`src/rtl/uart_sys_pkg.sv`:
```
// Shared opcodes, FSM state encoding and fixed operand addresses for the UART system controller.
// Latency: n/a (constants and types only).
// Backpressure: n/a.
package uart_sys_pkg;

  // Command opcodes carried in the first byte of every frame
  localparam logic [7:0] OP_RF_WR  = 8'hAA;
  localparam logic [7:0] OP_RF_RD  = 8'hBB;
  localparam logic [7:0] OP_ALU_OP = 8'hCC;
  localparam logic [7:0] OP_ALU_NOP = 8'hDD;

  // ALU operands are staged through these two register file slots
  localparam int OPA_ADDR = 0;
  localparam int OPB_ADDR = 1;

  typedef enum logic [3:0] {
    IDLE,
    WR_ADDR,
    WR_DATA,
    RD_ADDR,
    RD_WAIT,
    OPA,
    OPB,
    FUN,
    ALU_WAIT,
    TX_B0,
    TX_B1
  } state_t;

  // True when the byte is one of the four recognised opcodes
  function automatic logic is_opcode(input logic [7:0] b);
    return (b == OP_RF_WR) || (b == OP_RF_RD) || (b == OP_ALU_OP) || (b == OP_ALU_NOP);
  endfunction

endpackage

```
`src/rtl/uart_sys_tx_seq.sv`:
```
// Sends one or two bytes (LSB first) to the UART TX using a valid/busy handshake.
// Latency: tx_valid_out rises the cycle after start_in; each byte leaves on the first non-busy cycle.
// Backpressure: byte held stable while tx_busy_in; WAIT_TO consecutive busy cycles abort the send.
module uart_sys_tx_seq #(
  parameter int DATA_W  = 8,
  parameter int WAIT_TO = 255
) (
  input  logic                clk,
  input  logic                reset,
  input  logic                start_in,
  input  logic [2*DATA_W-1:0] start_data_in,
  input  logic [1:0]          nbytes_in,
  input  logic                tx_busy_in,
  output logic [DATA_W-1:0]   tx_data_out,
  output logic                tx_valid_out,
  output logic                xfer_out,
  output logic                last_out,
  output logic                timeout_out
);

  localparam int CNT_W = $clog2(WAIT_TO + 1);

  logic [DATA_W-1:0] hi_q;
  logic              more_q;
  logic [CNT_W-1:0]  cnt_q;

  // Transfer happens in any cycle the byte is offered and the TX is free
  assign xfer_out    = tx_valid_out & ~tx_busy_in;
  assign last_out    = ~more_q;
  assign timeout_out = tx_valid_out & tx_busy_in & (cnt_q == CNT_W'(WAIT_TO - 1));

  // Load on start, advance/drop on transfer, give up after WAIT_TO busy cycles
  always_ff @(posedge clk or posedge reset) begin
    if (reset) begin
      tx_data_out  <= '0;
      tx_valid_out <= 1'b0;
      hi_q         <= '0;
      more_q       <= 1'b0;
      cnt_q        <= '0;
    end else if (start_in && !tx_valid_out) begin
      tx_data_out  <= start_data_in[DATA_W-1:0];
      hi_q         <= start_data_in[2*DATA_W-1:DATA_W];
      more_q       <= (nbytes_in == 2'd2);
      tx_valid_out <= 1'b1;
      cnt_q        <= '0;
    end else if (xfer_out) begin
      cnt_q <= '0;
      if (more_q) begin
        tx_data_out <= hi_q;
        more_q      <= 1'b0;
      end else begin
        tx_valid_out <= 1'b0;
      end
    end else if (timeout_out) begin
      tx_valid_out <= 1'b0;
      more_q       <= 1'b0;
      cnt_q        <= '0;
    end else if (tx_valid_out && tx_busy_in) begin
      cnt_q <= cnt_q + CNT_W'(1);
    end
  end

endmodule

```
`src/rtl/uart_sys_ctrl.sv`:
```
// Decodes UART command frames into register file writes/reads and ALU ops, returns results over TX.
// Latency: every strobe is registered, one cycle after the byte/strobe that causes it.
// Backpressure: TX bytes wait on tx_busy_in; waits longer than WAIT_TO cycles abort with cmd_err_out.
module uart_sys_ctrl
  import uart_sys_pkg::*;
#(
  parameter int DATA_W  = 8,
  parameter int ADDR_W  = 4,
  parameter int ALU_W   = 16,
  parameter int FUN_W   = 4,
  parameter int WAIT_TO = 255
) (
  input  logic              clk,
  input  logic              reset,
  input  logic [DATA_W-1:0] rx_data_in,
  input  logic              rx_valid_in,
  input  logic [DATA_W-1:0] rf_rd_data_in,
  input  logic              rf_rd_valid_in,
  input  logic [ALU_W-1:0]  alu_out_in,
  input  logic              alu_valid_in,
  input  logic              tx_busy_in,
  output logic [ADDR_W-1:0] rf_addr_out,
  output logic [DATA_W-1:0] rf_wr_data_out,
  output logic              rf_wr_en_out,
  output logic              rf_rd_en_out,
  output logic [FUN_W-1:0]  alu_fun_out,
  output logic              alu_en_out,
  output logic              clk_gate_en_out,
  output logic [DATA_W-1:0] tx_data_out,
  output logic              tx_valid_out,
  output logic              cmd_err_out
);

  localparam int CNT_W = $clog2(WAIT_TO + 1);
  localparam int TX_W  = 2 * DATA_W;

  state_t state_q, state_d;
  logic [CNT_W-1:0] cnt_q;
  logic             wait_to;
  logic             rx_is_op;

  logic [ADDR_W-1:0] addr_d;
  logic [DATA_W-1:0] wr_data_d;
  logic [FUN_W-1:0]  fun_d;
  logic              wr_en_d, rd_en_d, alu_en_d, gate_d, err_d;

  logic            tx_start;
  logic [TX_W-1:0] tx_start_data;
  logic [1:0]      tx_nbytes;
  logic            tx_xfer, tx_last, tx_to;

  assign rx_is_op = is_opcode(8'(rx_data_in));
  assign wait_to  = ((state_q == RD_WAIT) || (state_q == ALU_WAIT)) &&
                    (cnt_q == CNT_W'(WAIT_TO - 1));

  // State register
  always_ff @(posedge clk or posedge reset) begin
    if (reset) state_q <= IDLE;
    else       state_q <= state_d;
  end

  // Next-state decode; a completion strobe wins over a same-cycle timeout
  always_comb begin
    state_d = state_q;
    unique case (state_q)
      IDLE: begin
        if (rx_valid_in) begin
          if      (rx_data_in == DATA_W'(OP_RF_WR))   state_d = WR_ADDR;
          else if (rx_data_in == DATA_W'(OP_RF_RD))   state_d = RD_ADDR;
          else if (rx_data_in == DATA_W'(OP_ALU_OP))  state_d = OPA;
          else if (rx_data_in == DATA_W'(OP_ALU_NOP)) state_d = FUN;
        end
      end
      WR_ADDR:  if (rx_valid_in) state_d = WR_DATA;
      WR_DATA:  if (rx_valid_in) state_d = IDLE;
      RD_ADDR:  if (rx_valid_in) state_d = RD_WAIT;
      RD_WAIT: begin
        if (rf_rd_valid_in) state_d = TX_B0;
        else if (wait_to)   state_d = IDLE;
      end
      OPA:      if (rx_valid_in) state_d = OPB;
      OPB:      if (rx_valid_in) state_d = FUN;
      FUN:      if (rx_valid_in) state_d = ALU_WAIT;
      ALU_WAIT: begin
        if (alu_valid_in) state_d = TX_B0;
        else if (wait_to) state_d = IDLE;
      end
      TX_B0: begin
        if (tx_xfer)    state_d = tx_last ? IDLE : TX_B1;
        else if (tx_to) state_d = IDLE;
      end
      TX_B1:    if (tx_xfer || tx_to) state_d = IDLE;
      default:  state_d = IDLE;
    endcase
  end

  // Output next-values; rx bytes during any wait are overruns
  always_comb begin
    addr_d        = rf_addr_out;
    wr_data_d     = rf_wr_data_out;
    fun_d         = alu_fun_out;
    wr_en_d       = 1'b0;
    rd_en_d       = 1'b0;
    alu_en_d      = 1'b0;
    err_d         = 1'b0;
    tx_start      = 1'b0;
    tx_start_data = '0;
    tx_nbytes     = 2'd0;
    unique case (state_q)
      IDLE:    if (rx_valid_in && !rx_is_op) err_d = 1'b1;
      WR_ADDR: if (rx_valid_in) addr_d = rx_data_in[ADDR_W-1:0];
      WR_DATA: begin
        if (rx_valid_in) begin
          wr_data_d = rx_data_in;
          wr_en_d   = 1'b1;
        end
      end
      RD_ADDR: begin
        if (rx_valid_in) begin
          addr_d  = rx_data_in[ADDR_W-1:0];
          rd_en_d = 1'b1;
        end
      end
      RD_WAIT: begin
        if (rf_rd_valid_in) begin
          tx_start      = 1'b1;
          tx_start_data = TX_W'(rf_rd_data_in);
          tx_nbytes     = 2'd1;
        end else if (wait_to) begin
          err_d = 1'b1;
        end
        if (rx_valid_in) err_d = 1'b1;
      end
      OPA: begin
        if (rx_valid_in) begin
          addr_d    = ADDR_W'(OPA_ADDR);
          wr_data_d = rx_data_in;
          wr_en_d   = 1'b1;
        end
      end
      OPB: begin
        if (rx_valid_in) begin
          addr_d    = ADDR_W'(OPB_ADDR);
          wr_data_d = rx_data_in;
          wr_en_d   = 1'b1;
        end
      end
      FUN: begin
        if (rx_valid_in) begin
          fun_d    = rx_data_in[FUN_W-1:0];
          alu_en_d = 1'b1;
        end
      end
      ALU_WAIT: begin
        if (alu_valid_in) begin
          tx_start      = 1'b1;
          tx_start_data = TX_W'(alu_out_in);
          tx_nbytes     = 2'd2;
        end else if (wait_to) begin
          err_d = 1'b1;
        end
        if (rx_valid_in) err_d = 1'b1;
      end
      TX_B0, TX_B1: if (tx_to || rx_valid_in) err_d = 1'b1;
      default: ;
    endcase
  end

  // ALU clock stays on from the opcode byte until the result is taken
  assign gate_d = (state_d == FUN) || (state_d == ALU_WAIT);

  // Wait-state cycle counter, cleared on every state change
  always_ff @(posedge clk or posedge reset) begin
    if (reset)                                            cnt_q <= '0;
    else if (state_d != state_q)                          cnt_q <= '0;
    else if ((state_q == RD_WAIT) || (state_q == ALU_WAIT)) cnt_q <= cnt_q + CNT_W'(1);
  end

  // Registered outputs toward the register file and ALU
  always_ff @(posedge clk or posedge reset) begin
    if (reset) begin
      rf_addr_out     <= '0;
      rf_wr_data_out  <= '0;
      rf_wr_en_out    <= 1'b0;
      rf_rd_en_out    <= 1'b0;
      alu_fun_out     <= '0;
      alu_en_out      <= 1'b0;
      clk_gate_en_out <= 1'b0;
      cmd_err_out     <= 1'b0;
    end else begin
      rf_addr_out     <= addr_d;
      rf_wr_data_out  <= wr_data_d;
      rf_wr_en_out    <= wr_en_d;
      rf_rd_en_out    <= rd_en_d;
      alu_fun_out     <= fun_d;
      alu_en_out      <= alu_en_d;
      clk_gate_en_out <= gate_d;
      cmd_err_out     <= err_d;
    end
  end

  uart_sys_tx_seq #(
    .DATA_W  (DATA_W),
    .WAIT_TO (WAIT_TO)
  ) u_tx_seq (
    .clk           (clk),
    .reset         (reset),
    .start_in      (tx_start),
    .start_data_in (tx_start_data),
    .nbytes_in     (tx_nbytes),
    .tx_busy_in    (tx_busy_in),
    .tx_data_out   (tx_data_out),
    .tx_valid_out  (tx_valid_out),
    .xfer_out      (tx_xfer),
    .last_out      (tx_last),
    .timeout_out   (tx_to)
  );

endmodule

```
`config.mk`:
```
export PLATFORM = sky130hd
export DESIGN_NAME = uart_sys_ctrl
export DESIGN_NICKNAME = d
export VERILOG_FILES = /design/src/rtl/uart_sys_pkg.sv /design/src/rtl/uart_sys_tx_seq.sv /design/src/rtl/uart_sys_ctrl.sv
export SDC_FILE = /design/constraint.sdc
export NUM_CORES = 1
export LEC_CHECK = 0
export ABC_AREA = 1
export BUFFER_PORTS_ARGS = -buffer_cell sky130_fd_sc_hd__buf_2
export CAP_MARGIN = 20
export CORE_MARGIN = 2
export CORE_UTILIZATION = 55
export CTS_BUF_LIST = sky130_fd_sc_hd__clkbuf_16
export DETAILED_ROUTE_END_ITERATION = 8
export PLACE_DENSITY_LB_ADDON = 0.12
export SYNTH_ARGS = -nofsm -noshare
export SYNTH_HDL_FRONTEND = slang
export SYNTH_HIERARCHICAL = 1
export SYNTH_SLANG_ARGS = --single-unit
```
`constraint.sdc`:
```
create_clock -name clk -period 5.71 [get_ports clk]
set_clock_uncertainty 0.2 [all_clocks]
set_input_delay 1.142 -clock clk [delete_from_list [all_inputs] [get_ports clk]]
set_output_delay 1.142 -clock clk [all_outputs]
set_load 0.01 [all_outputs]
```
# ---- Word-level counts from Yosys, hierarchy flattened
# Index checks and enable logic that the tools add are counted.
dict set report totals {
  ff_bits 59
  input_bits 38
  out_inout_bits 30
  word_cells 132
}
dict set report op_classes {
  n_addsub 2
  n_eq_ne 24
  mux 59
  n_bitwise 4
  reduce_logical 28
}
# cell n
set op_table {}
lappend op_table {{2-to-1 mux 4 bit} 21}
lappend op_table {{2-to-1 mux 8 bit} 10}
lappend op_table {{equality test 8 bit, second input constant} 6}
lappend op_table {{one-hot mux 4 bit (11 select lines)} 1}
lappend op_table {{one-hot mux 16 bit (2 select lines)} 1}
lappend op_table {{equality test 4 x 3 -> 1 bit, second input constant} 5}
lappend op_table {{2-to-1 mux 1 bit} 20}
lappend op_table {{adder 8 x 1 -> 8 bit, second input constant} 2}
lappend op_table {{equality test 4 bit, second input constant} 4}
lappend op_table {{2-to-1 mux 16 bit} 1}
lappend op_table {{one-hot mux 4 bit (3 select lines)} 1}
lappend op_table {{equality test 4 x 2 -> 1 bit, second input constant} 2}
lappend op_table {{AND reduction 2 bit} 4}
lappend op_table {{logical OR 1 bit} 7}
lappend op_table {{nonzero test 2 bit} 3}
lappend op_table {{nonzero test 3 bit} 2}
lappend op_table {{equality test 4 x 1 -> 1 bit, second input constant} 1}
lappend op_table {{logical AND 1 bit} 4}
lappend op_table {{logical NOT 4 bit} 1}
lappend op_table {{!= test 2 bit, second input constant} 2}
lappend op_table {{!= test 4 bit} 1}
lappend op_table {{one-hot mux 1 bit (4 select lines)} 1}
lappend op_table {{one-hot mux 2 bit (2 select lines)} 1}
lappend op_table {{AND reduction 4 bit} 1}
lappend op_table {{other kinds (11)} 15}

# ---- Logic depth before layout (Yosys ltp)
# Gate-level depths: netlist of run 1.
dict set report logic_depth {
  depth_word 9
  ltp_mapped 17
  ltp_nobuf 17
}

# ---- Hierarchy
# The synthesis of run 1 kept the hierarchy.
# module instances cells_per_inst area_each_um2
set by_module_without_submodules {}
lappend by_module_without_submodules {uart_sys_ctrl 1 295 2055.7}
lappend by_module_without_submodules {uart_sys_tx_seq 1 140 1194.9}

# ---- Least setup slack after synthesis of run 1
# OpenSTA, ideal clock, no wires.
dict set report synth_timing {
  path_kind {input -> register}
  from {input port tx_busy_in}
  to {register, netlist name cnt_q[0]}
  setup_ns 0.073
  arrival_ns 2.352
  required_ns 5.437
  setup_slack_ns 3.085
  path_stages 14
  path_buffers 0
  path_cell_list {nand3_1 nor2_1 nand2_1 inv_1 nor2_1 nand3_1 nand3_1 nor2_1 nand2_1 nand2_1 nand2_1 nor2_2 nand3_2 nor2_1}
}
# item line_no
set synth_rtl {}
lappend synth_rtl {{from (decl)} uart_sys_ctrl.sv:21} ;# input logic tx_busy_in,

==> metrics.yaml, run 1 <==
run_status:
  status: "finished, final reports clean"
finish:
  final_area_um2: 3940
  nNetsFinal: 552
  antennaDiodeCount: 0
  syn2layout_area_growth_pct: 21.1
  drive_gt1_share_pct: 22.6
  layout_commonest_cell: "nand2_1"
  final_cell_mix: "nand2_1, nor2_1, buf_2"
cts:
  clk_pin_slew_ns: 0.05
  cts_hold_buf: 0
  cts_setup_buffers: 0
  h-tree-depth: 3
  cts_buffers: 9
  clock_latency_ns: 0.32
  clock-sinks: 59
  post_cts_resized: 0
  cts_tree: "yes"
  cts_buffer_depth: 2
  clock-root-buffer: "clkbuf_16"
pwr:
  swShare_pct: 38.2
  intPower_uw: 1040
  switching_power_uw: 640
  vdd_ir_drop_max_v: 0.000258
  p_comb_share_pct: 36.5
  seqPwrFrac_pct: 36.4
  p_clk_share_pct: 27.1
  powerDensity_nw_per_um2: 426
  leakagePower_uw: 0.00211
setup_path:
  critPathLaunchType: "primary input"
  max_stage_delay_ns: 0.17
  worstPathArrival_ns: 2.77
  critPathMaxFanout: 8
  path_cells: "buf_2 > nand3_1 > nor2_1 > nand2_1 > inv_1 > nor2_1 > nand3_1 > nand2_1 > nor2_1 > nand3_1 > nand2_1 > nand2_1 > nand2_1 > nand2_1 > nand3_2 > nor2_1"
  regToRegSetupSlack_ns: 3.27
  required_ns: 5.76
  crit_path_frequent_cell: "nand2_1"
  criticalPathCategory: "in -> reg"
  cpMaxStageDelayCell: "nor2_1"
  cp-end-kind: "flop"
grt:
  grt_usage_pct: 25.4
  grt_max_degree: 33
  antenna_found_initial: 0
  grt_pass1_wl_um: 12900
  grt_pass1_vias: 2946
  grt-ovfl-total: 0
synthesis:
  ys.flop_type: "dfrtp_1"
  synthArstFlopShare_pct: 100
  syn_inst: 435
  synth.net_count: 477
  yosys_warnings: 6
  synth_area_um2: 3250
  ys_ff_latch: 59
  yosysUniqueCellTypes: 34
  synth_edf_count: 0
  seq_area_frac_synth_pct: 45.4
  synth.avg_cell_area_um2: 7.47
floorplanning:
  num_rows: 27
  fp.dieH_um: 80.9
  die_w_um: 80.9
  start_util_pct: 58.0
  coreArea_um2: 5610
  io_pins: 68
  dieArea_um2: 6540
timing:
  final-hold-violation-count: 0
  finalCritPeriodShare_pct: 47.6
  max_slew.worst_pin.slew_ns: 0.549
  drv_slew: 0
  setup_viol: 0
  fmaxAchievable_ghz: 0.368
  rsz0062_at_grt: "false"
  fin_tns_setup_ns: 0
  slew_headroom_pct: 63.0
  fin_crit_ns: 2.72
detailed_routing:
  ant_nets: 0
  vias_per_cell: 5.09
  first_pass_iters: 4
  vias: 2984
  drc: 0
  drt_iter0_drc: 105
  wirelength_um: 7660
  wl_per_cell_um: 13.1
worst_hold_path:
  hold_class: "reg -> reg"
placement:
  hpwl_um: 5540
  portBuffers: 67
  placed_cell_area_um2: 3660
  gp_congestion: 0.909
job:
  drv_cap: 0
-- area by class of cell --
class / instances / area, um2
Tap cell: 72 / 90.1
Clock buffer: 9 / 225
Multi-Input combinational cell: 324 / 1570
Fill cell: 489 / 1670
Timing Repair Buffer: 70 / 378
Clock inverter: 6 / 26.3
Inverter: 46 / 173
Sequential cell: 59 / 1480
-- metal layers --
| layer | track usage, % | vias to the layer above | wire length, um |
|---|---|---|---|
| met5 | 0 | - | 0 |
| met4 | 10.3 | 0 | 144 |
| met2 | 43.6 | 62 | 3760 |
| met3 | 5.22 | 15 | 373 |
| met1 | 31.3 | 1377 | 3380 |
| li1 | - | 1530 | - |
-- cell usage after synthesis, types with 5 or more instances --
cell      count  area (um2)
o21ai_0      13        65.1
dfrtp_1      59        1480
nand4_1       5        31.3
inv_1        34         128
nor2_1       69         259
nand3_1      20         100
nand2_1     144         541
o211ai_1      8        60.1
inv_2        10        37.5
a21oi_1      10        50.1
nor2_2        7        43.8
nand2_2       8        50.1
xor2_1        6        52.6
a22o_1        8        70.1
-- power groups by stage --
stage / sequential [uW] / clock [uW] / combinational [uW]
after floorplan: 646 / 0 / 380
after global placement: 614 / 0 / 596
after detailed placement: 615 / 0 / 605
after CTS: 611 / 462 / 612
after global routing: 625 / 482 / 695
final: 611 / 455 / 612
-- flip-flops by register name, indices dropped and copies added (netlist names) --
name / count
alu_en_out: 1
alu_fun_out: 4
clk_gate_en_out: 1
cmd_err_out: 1
cnt_q: 8
rf_addr_out: 4
rf_rd_en_out: 1
rf_wr_data_out: 8
rf_wr_en_out: 1
state_q: 4
u_tx_seq/cnt_q: 8
u_tx_seq/hi_q: 8
u_tx_seq/more_q: 1
u_tx_seq/tx_data_out: 8
u_tx_seq/tx_valid_out: 1
-- final timing paths --
path,start,to,cells past startpoint
min,u_tx_seq/hi_q[1]$_DFFE_PP0P_,u_tx_seq/hi_q[1]$_DFFE_PP0P_,2
max in group asynchronous,reset,state_q[0]$_DFF_PP0_,3
max reg2reg,u_tx_seq/cnt_q[0]$_DFFE_PP0P_,cnt_q[2]$_DFFE_PP0P_,16
min reg2reg,u_tx_seq/hi_q[1]$_DFFE_PP0P_,u_tx_seq/hi_q[1]$_DFFE_PP0P_,2
min in group asynchronous,reset,alu_en_out$_DFF_PP0_,2
max,tx_busy_in,cnt_q[2]$_DFFE_PP0P_,16
-- worst max-delay path, delay by kind of cell --
family	cells	cell delay, ns
buf+inv	2	0.22
simple gates	14	1.40
-- metrics by stage --
stage          hold WS (ns)  utilization (%)  instances  total power [uW]  setup slack [ns]
2_1_floorplan         0.243                -        435              1030              3.08
3_3_place_gp          0.258             65.2        570              1210              2.74
3_5_place_dp          0.264             65.2        570              1220              2.69
4_1_cts               0.276             69.7        585              1680              3.01
5_1_grt               0.301             70.2        586              1800              2.72
6_report              0.275             70.2        586              1680              2.99
-- kinds of logic after synthesis --
logic type	count (synthesis)	share of synthesized area, %
and+or+nand+nor	263	34.4
DFF	59	45.4
buffers and inverters	52	6.54
AOI/OAI and AO/OA	46	9.05
xor gates and xnor gates	10	2.69
adders and majority gates	4	1.54
muxes	1	0.346
(Power assumes the default switching activity.)
==> run 2: changes to the inputs <==
clock period = 2.54 ns   (was 5.71 ns; I/O delays follow)
==> run 2 against run 1 <==
  * Die area is the same
  * Setup slack worse by 2.7 ns
  * Non-clock buffer count unchanged
  * Core utilization grew 0.29 points
  * Sequential power increased by 120%
  * First-iteration DRC count is 0.95% higher
  * Critical path type is now reg -> reg
  * Critical path depth did not move
  * Routed wire length is 5.2% lower
  * Worst hold slack lost 0.23 ns
  * Design area up 0.41%
  * Sequential cell count is the same
  * Via count increased by 1.0%
==> metrics.yaml, run 2 (same netlist as run 1, synthesis figures left out) <==
floorplanning:
  die_w_um: 80.9
  coreArea_um2: 5610
  fp.dieH_um: 80.9
  io_pins: 68
  num_rows: 27
  dieArea_um2: 6540
  start_util_pct: 58.0
setup_path:
  cp-end-kind: "flop"
  max_stage_delay_ns: 0.39
  rr_startpoint: "u_tx_seq/cnt_q[0]$_DFFE_PP0P_"
  required_ns: 2.58
  critPathMaxFanout: 8
  critPathLaunchType: "flop"
  crit_start: "u_tx_seq/cnt_q[0]$_DFFE_PP0P_"
  worstPathArrival_ns: 2.33
  criticalPathCategory: "reg -> reg"
  cp_top_family: "simple AND/OR/NAND/NOR gates"
  cpMaxStageDelayCell: "dfrtp_1"
  critPathBufInv: 2
  path_cells: "inv_2 > ha_1 > nand3_1 > nor2_1 > nand2_2 > inv_2 > nor2_1 > nand3_1 > nand3_1 > nor2_2 > nand2_2 > nand2_1 > nand2_1 > nor2_2 > nand3_4 > nor2_1"
finish:
  final_area_um2: 3950
  fillers: 496
  antennaDiodeCount: 0
  syn2layout_area_growth_pct: 21.6
  final_cell_mix: "nand2_1, nor2_1, buf_2"
  layout_commonest_cell: "nand2_1"
  nNetsFinal: 552
  drive_gt1_share_pct: 23.6
cts:
  cts_buffers: 9
  clock-root-buffer: "clkbuf_16"
  cts_setup_buffers: 0
  cts_hold_buf: 0
  post_cts_resized: 0
  clk_pin_slew_ns: 0.05
  clock-sinks: 59
  cts_buffer_depth: 2
  h-tree-depth: 3
  clock_latency_ns: 0.32
  cts_tree: "yes"
grt:
  grt-ovfl-total: 0
  antenna_found_initial: 0
  grt_pass1_wl_um: 12300
  grt_usage_pct: 24.0
  grt_max_degree: 34
  grt_pass1_vias: 2885
placement:
  hpwl_um: 5390
  gp_congestion: 0.910
  placed_cell_area_um2: 3660
  portBuffers: 67
  place_ws_ns: 0.139
job:
  drv_cap: 0
pwr:
  switching_power_uw: 1460
  seqPwrFrac_pct: 35.3
  p_clk_share_pct: 28.8
  swShare_pct: 37.3
  power.total_uw: 3900
  powerDensity_nw_per_um2: 986
  intPower_uw: 2440
  vdd_ir_drop_max_v: 0.000532
  leakagePower_uw: 0.00211
  p_comb_share_pct: 35.9
detailed_routing:
  wirelength_um: 7270
  drt_iter0_drc: 106
  drc: 0
  wl_per_cell_um: 12.4
  wl_met1_um: 3230
  ant_nets: 0
  highest_layer: "met4"
  vias: 3015
  vias_per_cell: 5.15
  first_pass_iters: 4
  routed-wl-met3_um: 384
  dr_wl_met2_um: 3540
timing:
  setup_viol: 0
  fmaxAchievable_ghz: 0.436
  max_slew.worst_pin.slew_ns: 0.624
  rsz0062_at_grt: "false"
  drv_slew: 0
  slew_headroom_pct: 57.9
  final-hold-violation-count: 0
  finalWorstSetupSlack_ns: 0.248
  finalCritPeriodShare_pct: 90.2
  fin_crit_ns: 2.29
  fin_tns_setup_ns: 0
worst_hold_path:
  hold_class: "in -> async"
run_status:
  status: "finished, final reports clean"
-- run 2: cell types whose count changed in the layout (fill, tap and decap cells not counted), moves of 2 or more --
cell	change
inv_1	-3
nand2_2	+2
inv_2	+2
nand2_1	-2
-- run 2: cell type report --
class                      count  area, um2  share of cell area (%)
timing repair buffer          70        358                    9.06
clock buffer                   9        225                    5.70
inverter                      46        173                    4.37
multi-input combinational    324       1580                    40.0
clock inverter                 5       47.5                    1.20
tap                           72       90.1                    2.28
sequential                    59       1480                    37.4
-- run 2: tightest hold or removal path, delay by kind of cell --
family                 cells  cell delay (ns)
buffers and inverters      3             0.46
-- run 2: worst paths after layout --
path                            slack, ns                       endpoint  cells past startpoint
worst min register to register       0.28   u_tx_seq/hi_q[3]$_DFFE_PP0P_                      2
worst max register to register       0.25           cnt_q[1]$_DFFE_PP0P_                     16
worst max-delay path                 0.25           cnt_q[1]$_DFFE_PP0P_                     16
worst min-delay path                 0.05  u_tx_seq/cnt_q[2]$_DFFE_PP0P_                      3
max in group asynchronous            1.74          cmd_err_out$_DFF_PP0_                      3
min in group clk                     0.28   u_tx_seq/hi_q[3]$_DFFE_PP0P_                      2
-- run 2: per-layer routing --
layer | global-route usage (%) | vias up
met1 | 28.5 | 1389
li1 | - | 1535
met5 | 0 | -
met2 | 42.1 | 78
met4 | 10.3 | 0
met3 | 4.78 | 13
-- run 2: power groups by stage --
stage          Sequential (uW)  Clock [uW]  Combinational (uW)
4_1_cts                   1370        1140                1370
3_5_place_dp              1380           0                1360
5_1_grt                   1410        1190                1590
3_3_place_gp              1380           0                1330
6_report                  1370        1120                1400
2_1_floorplan             1450           0                 855
-- run 2: metrics by stage --
stage	utilization, %	hold WS (ns)	cells
3_3_place_gp	65.3	0.260	571
2_1_floorplan	-	0.243	435
5_1_grt	70.5	0.0912	585
3_5_place_dp	65.3	0.267	571
4_1_cts	70.2	0.0682	585
6_report	70.5	0.0499	585
==> run 3: changes to the inputs <==
ABC_AREA = default   (was 1)
==> run 3 against run 2 <==
  * Critical path depth fell by 8
  * Fmax fell by 6.2%
  * Global-route usage rose by 1.2 points
  * Via count fell by 6.6%
  * Sequential power rose by 6%
  * Setup slack got worse by 0.15 ns
  * Register-to-register slack got worse by 0.15 ns
  * Clock-buffer cell count did not move
  * Die area fell by 0.47%
  * Sequential cell count did not move
  * Worst hold slack got worse by 0.0098 ns
  * Design area rose by 3.6%
==> metrics.yaml, run 3 <==
detailed_routing:
  drt_iter0_drc: 194
  wirelength_um: 7800
  vias: 2817
  first_pass_iters: 4
  wl_per_cell_um: 16.4
  ant_nets: 0
  vias_per_cell: 5.93
  drc: 0
floorplanning:
  die_w_um: 80.7
  dieArea_um2: 6510
  fp.dieH_um: 80.7
  io_pins: 68
  coreArea_um2: 5610
  num_rows: 27
  start_util_pct: 57.7
synthesis:
  synth.avg_cell_area_um2: 10.2
  synth.net_count: 359
  synth_most_common_cell: "dfrtp_1"
  yosysTopAreaCell: "dfrtp_1"
  synthTopCellsByArea: "dfrtp_1, mux2_2, nand2_1, o21ai_0, mux2i_1"
  synthTopCellsByCount: "dfrtp_1, nand2_1, o21ai_0"
  synth_area_um2: 3230
  synth_top_area_share_pct: 45.6
  ys_ff_latch: 59
  ys.flop_type: "dfrtp_1"
  synth_edf_count: 0
  seq_area_frac_synth_pct: 45.6
  syn_inst: 317
  yosys_warnings: 6
  synthArstFlopShare_pct: 100
  yosysUniqueCellTypes: 62
cts:
  cts_buffer_depth: 2
  clk_pin_slew_ns: 0.05
  h-tree-depth: 3
  cts_tree: "yes"
  clock_latency_ns: 0.32
  clock-sinks: 59
  clock-root-buffer: "clkbuf_16"
  cts_buffers: 9
placement:
  place_ws_ns: -0.0614
  hpwl_um: 5250
  gp_congestion: 0.861
  portBuffers: 67
pwr:
  swShare_pct: 36.1
  switching_power_uw: 1540
  seqPwrFrac_pct: 34.2
  vdd_ir_drop_max_v: 0.000586
  powerDensity_nw_per_um2: 1040
  intPower_uw: 2720
  p_comb_share_pct: 39.4
  p_clk_share_pct: 26.5
  leakagePower_uw: 0.00201
finish:
  fin_util_pct: 73.0
  drive_gt1_share_pct: 36.2
  antennaDiodeCount: 0
  layout_commonest_cell: "buf_2"
  final_cell_mix: "buf_2, dfrtp_1, nand2_1"
  syn2layout_area_growth_pct: 26.6
  nNetsFinal: 442
setup_path:
  path_cells: "inv_1 > ha_1 > nand4_1 > nor3_4 > nor3b_1 > a211oi_1 > or4_4 > nor4_2"
  cpMaxStageDelayCell: "or4_4"
  worstPathArrival_ns: 2.47
  required_ns: 2.56
  cp-end-kind: "flop"
  critPathLaunchType: "flop"
  critPathMaxFanout: 8
  max_stage_delay_ns: 0.62
  criticalPathCategory: "reg -> reg"
timing:
  fin_crit_ns: 2.44
  finalWorstSetupSlack_ns: 0.0964
  slew_headroom_pct: 57.3
  final-hold-violation-count: 0
  max_slew.worst_pin.slew_ns: 0.639
  rsz0062_at_grt: "true"
  drv_slew: 0
  fmaxAchievable_ghz: 0.409
  setup_viol: 0
  finalCritPeriodShare_pct: 96.2
worst_hold_path:
  hold_class: "in -> async"
grt:
  grt_pass1_wl_um: 12300
  grt_usage_pct: 25.2
  grt-ovfl-total: 0
  antenna_found_initial: 0
  grt_pass1_vias: 2641
  grt_max_degree: 34
job:
  drv_cap: 0
run_status:
  status: "finished, final reports clean"
## run 3: changes by cell type after synthesis, sizes merged, moves of 16 or more
cell	previous run	this run
nor2	79	16
nand3	23	7
nand2	152	31
mux2	1	20
inv	44	13
## run 3: path summary, 6_finish.rpt
kind / from / endpoint / slack [ns] / cells after the start
worst max-delay path: u_tx_seq/cnt_q[0]$_DFFE_PP0P_ / cnt_q[5]$_DFFE_PP0P_ / 0.1 / 8
worst min-delay path: reset / u_tx_seq/cnt_q[2]$_DFFE_PP0P_ / 0.04 / 3
min in group clk: rx_data_in[5] / rf_wr_data_out[5]$_DFFE_PP0P_ / 0.25 / 2
max in group asynchronous: reset / cnt_q[6]$_DFFE_PP0P_ / 1.75 / 3
worst max register to register: u_tx_seq/cnt_q[0]$_DFFE_PP0P_ / cnt_q[5]$_DFFE_PP0P_ / 0.1 / 8
worst min register to register: rf_addr_out[3]$_DFFE_PP0P_ / rf_addr_out[3]$_DFFE_PP0P_ / 0.29 / 2
## run 3: per-stage QoR
| stage | power [uW] | cell area, um2 | TNS [ns] | instances | hold WS (ns) |
|---|---|---|---|---|---|
| after floorplan | 2450 | 3230 | 0 | 317 | 0.280 |
| after global placement | 2970 | 3730 | 0 | 459 | 0.263 |
| after detailed placement | 3010 | 3730 | -0.314 | 459 | 0.274 |
| after CTS | 4190 | 4020 | 0 | 473 | 0.0491 |
| after global routing | 4480 | 4090 | -0.163 | 475 | 0.0777 |
| final | 4250 | 4090 | 0 | 475 | 0.0401 |
## run 3: logic make-up (layout without fill, tap and decap cells)
| family | Yosys count | count (layout) | synth area share (%) |
|---|---|---|---|
| xor gates and xnor gates | 13 | 13 | 3.75 |
| AOI/OAI and AO/OA | 66 | 66 | 14.2 |
| DFF | 59 | 59 | 45.6 |
| adders and majority gates | 4 | 4 | 1.55 |
| muxes | 29 | 29 | 9.75 |
| buffers and inverters | 30 | 116 | 4.33 |
| and+or+nand+nor | 116 | 116 | 20.7 |
## run 3: timing repair
action,4_1_cts,5_1_grt
setup endpoints to repair,8,8
gates resized for setup,3,13
pin swaps,0,4
gates cloned,0,0
buffers inserted,0,2
hold buffers,0,0
## run 3: per-layer routing
metal,global-route usage (%),vias up,share of wire [%]
li1,-,1319,-
met1,32.6,1362,43
met2,39.5,113,48
met3,5.39,23,5.9
met4,13.6,0,3.1
met5,0,-,0
## run 3: area by class of cell
class	instances	area [um2]
Clock buffer	9	225
Clock inverter	5	46.3
Fill cell	411	1510
Inverter	13	48.8
Multi-Input combinational cell	228	1690
Sequential cell	59	1480
Tap cell	72	90.1
Timing Repair Buffer	89	513
## run 3: worst max-delay path, delay by kind of cell (launching register included)
family | cells | cell delay [ns]
AOI/OAI and AO/OA | 1 | 0.14
DFF | 1 | 0.34
buffers and inverters | 1 | 0.06
adders and majority gates | 1 | 0.18
and+or+nand+nor | 5 | 1.42
## run 3: power groups by stage
stage | Sequential [uW] | Clock (uW) | Combinational [uW]
finish | 1450 | 1130 | 1670
global route | 1490 | 1180 | 1810
CTS | 1450 | 1140 | 1600
detailed placement | 1460 | 0 | 1550
global placement | 1450 | 0 | 1520
floorplan | 1510 | 0 | 946
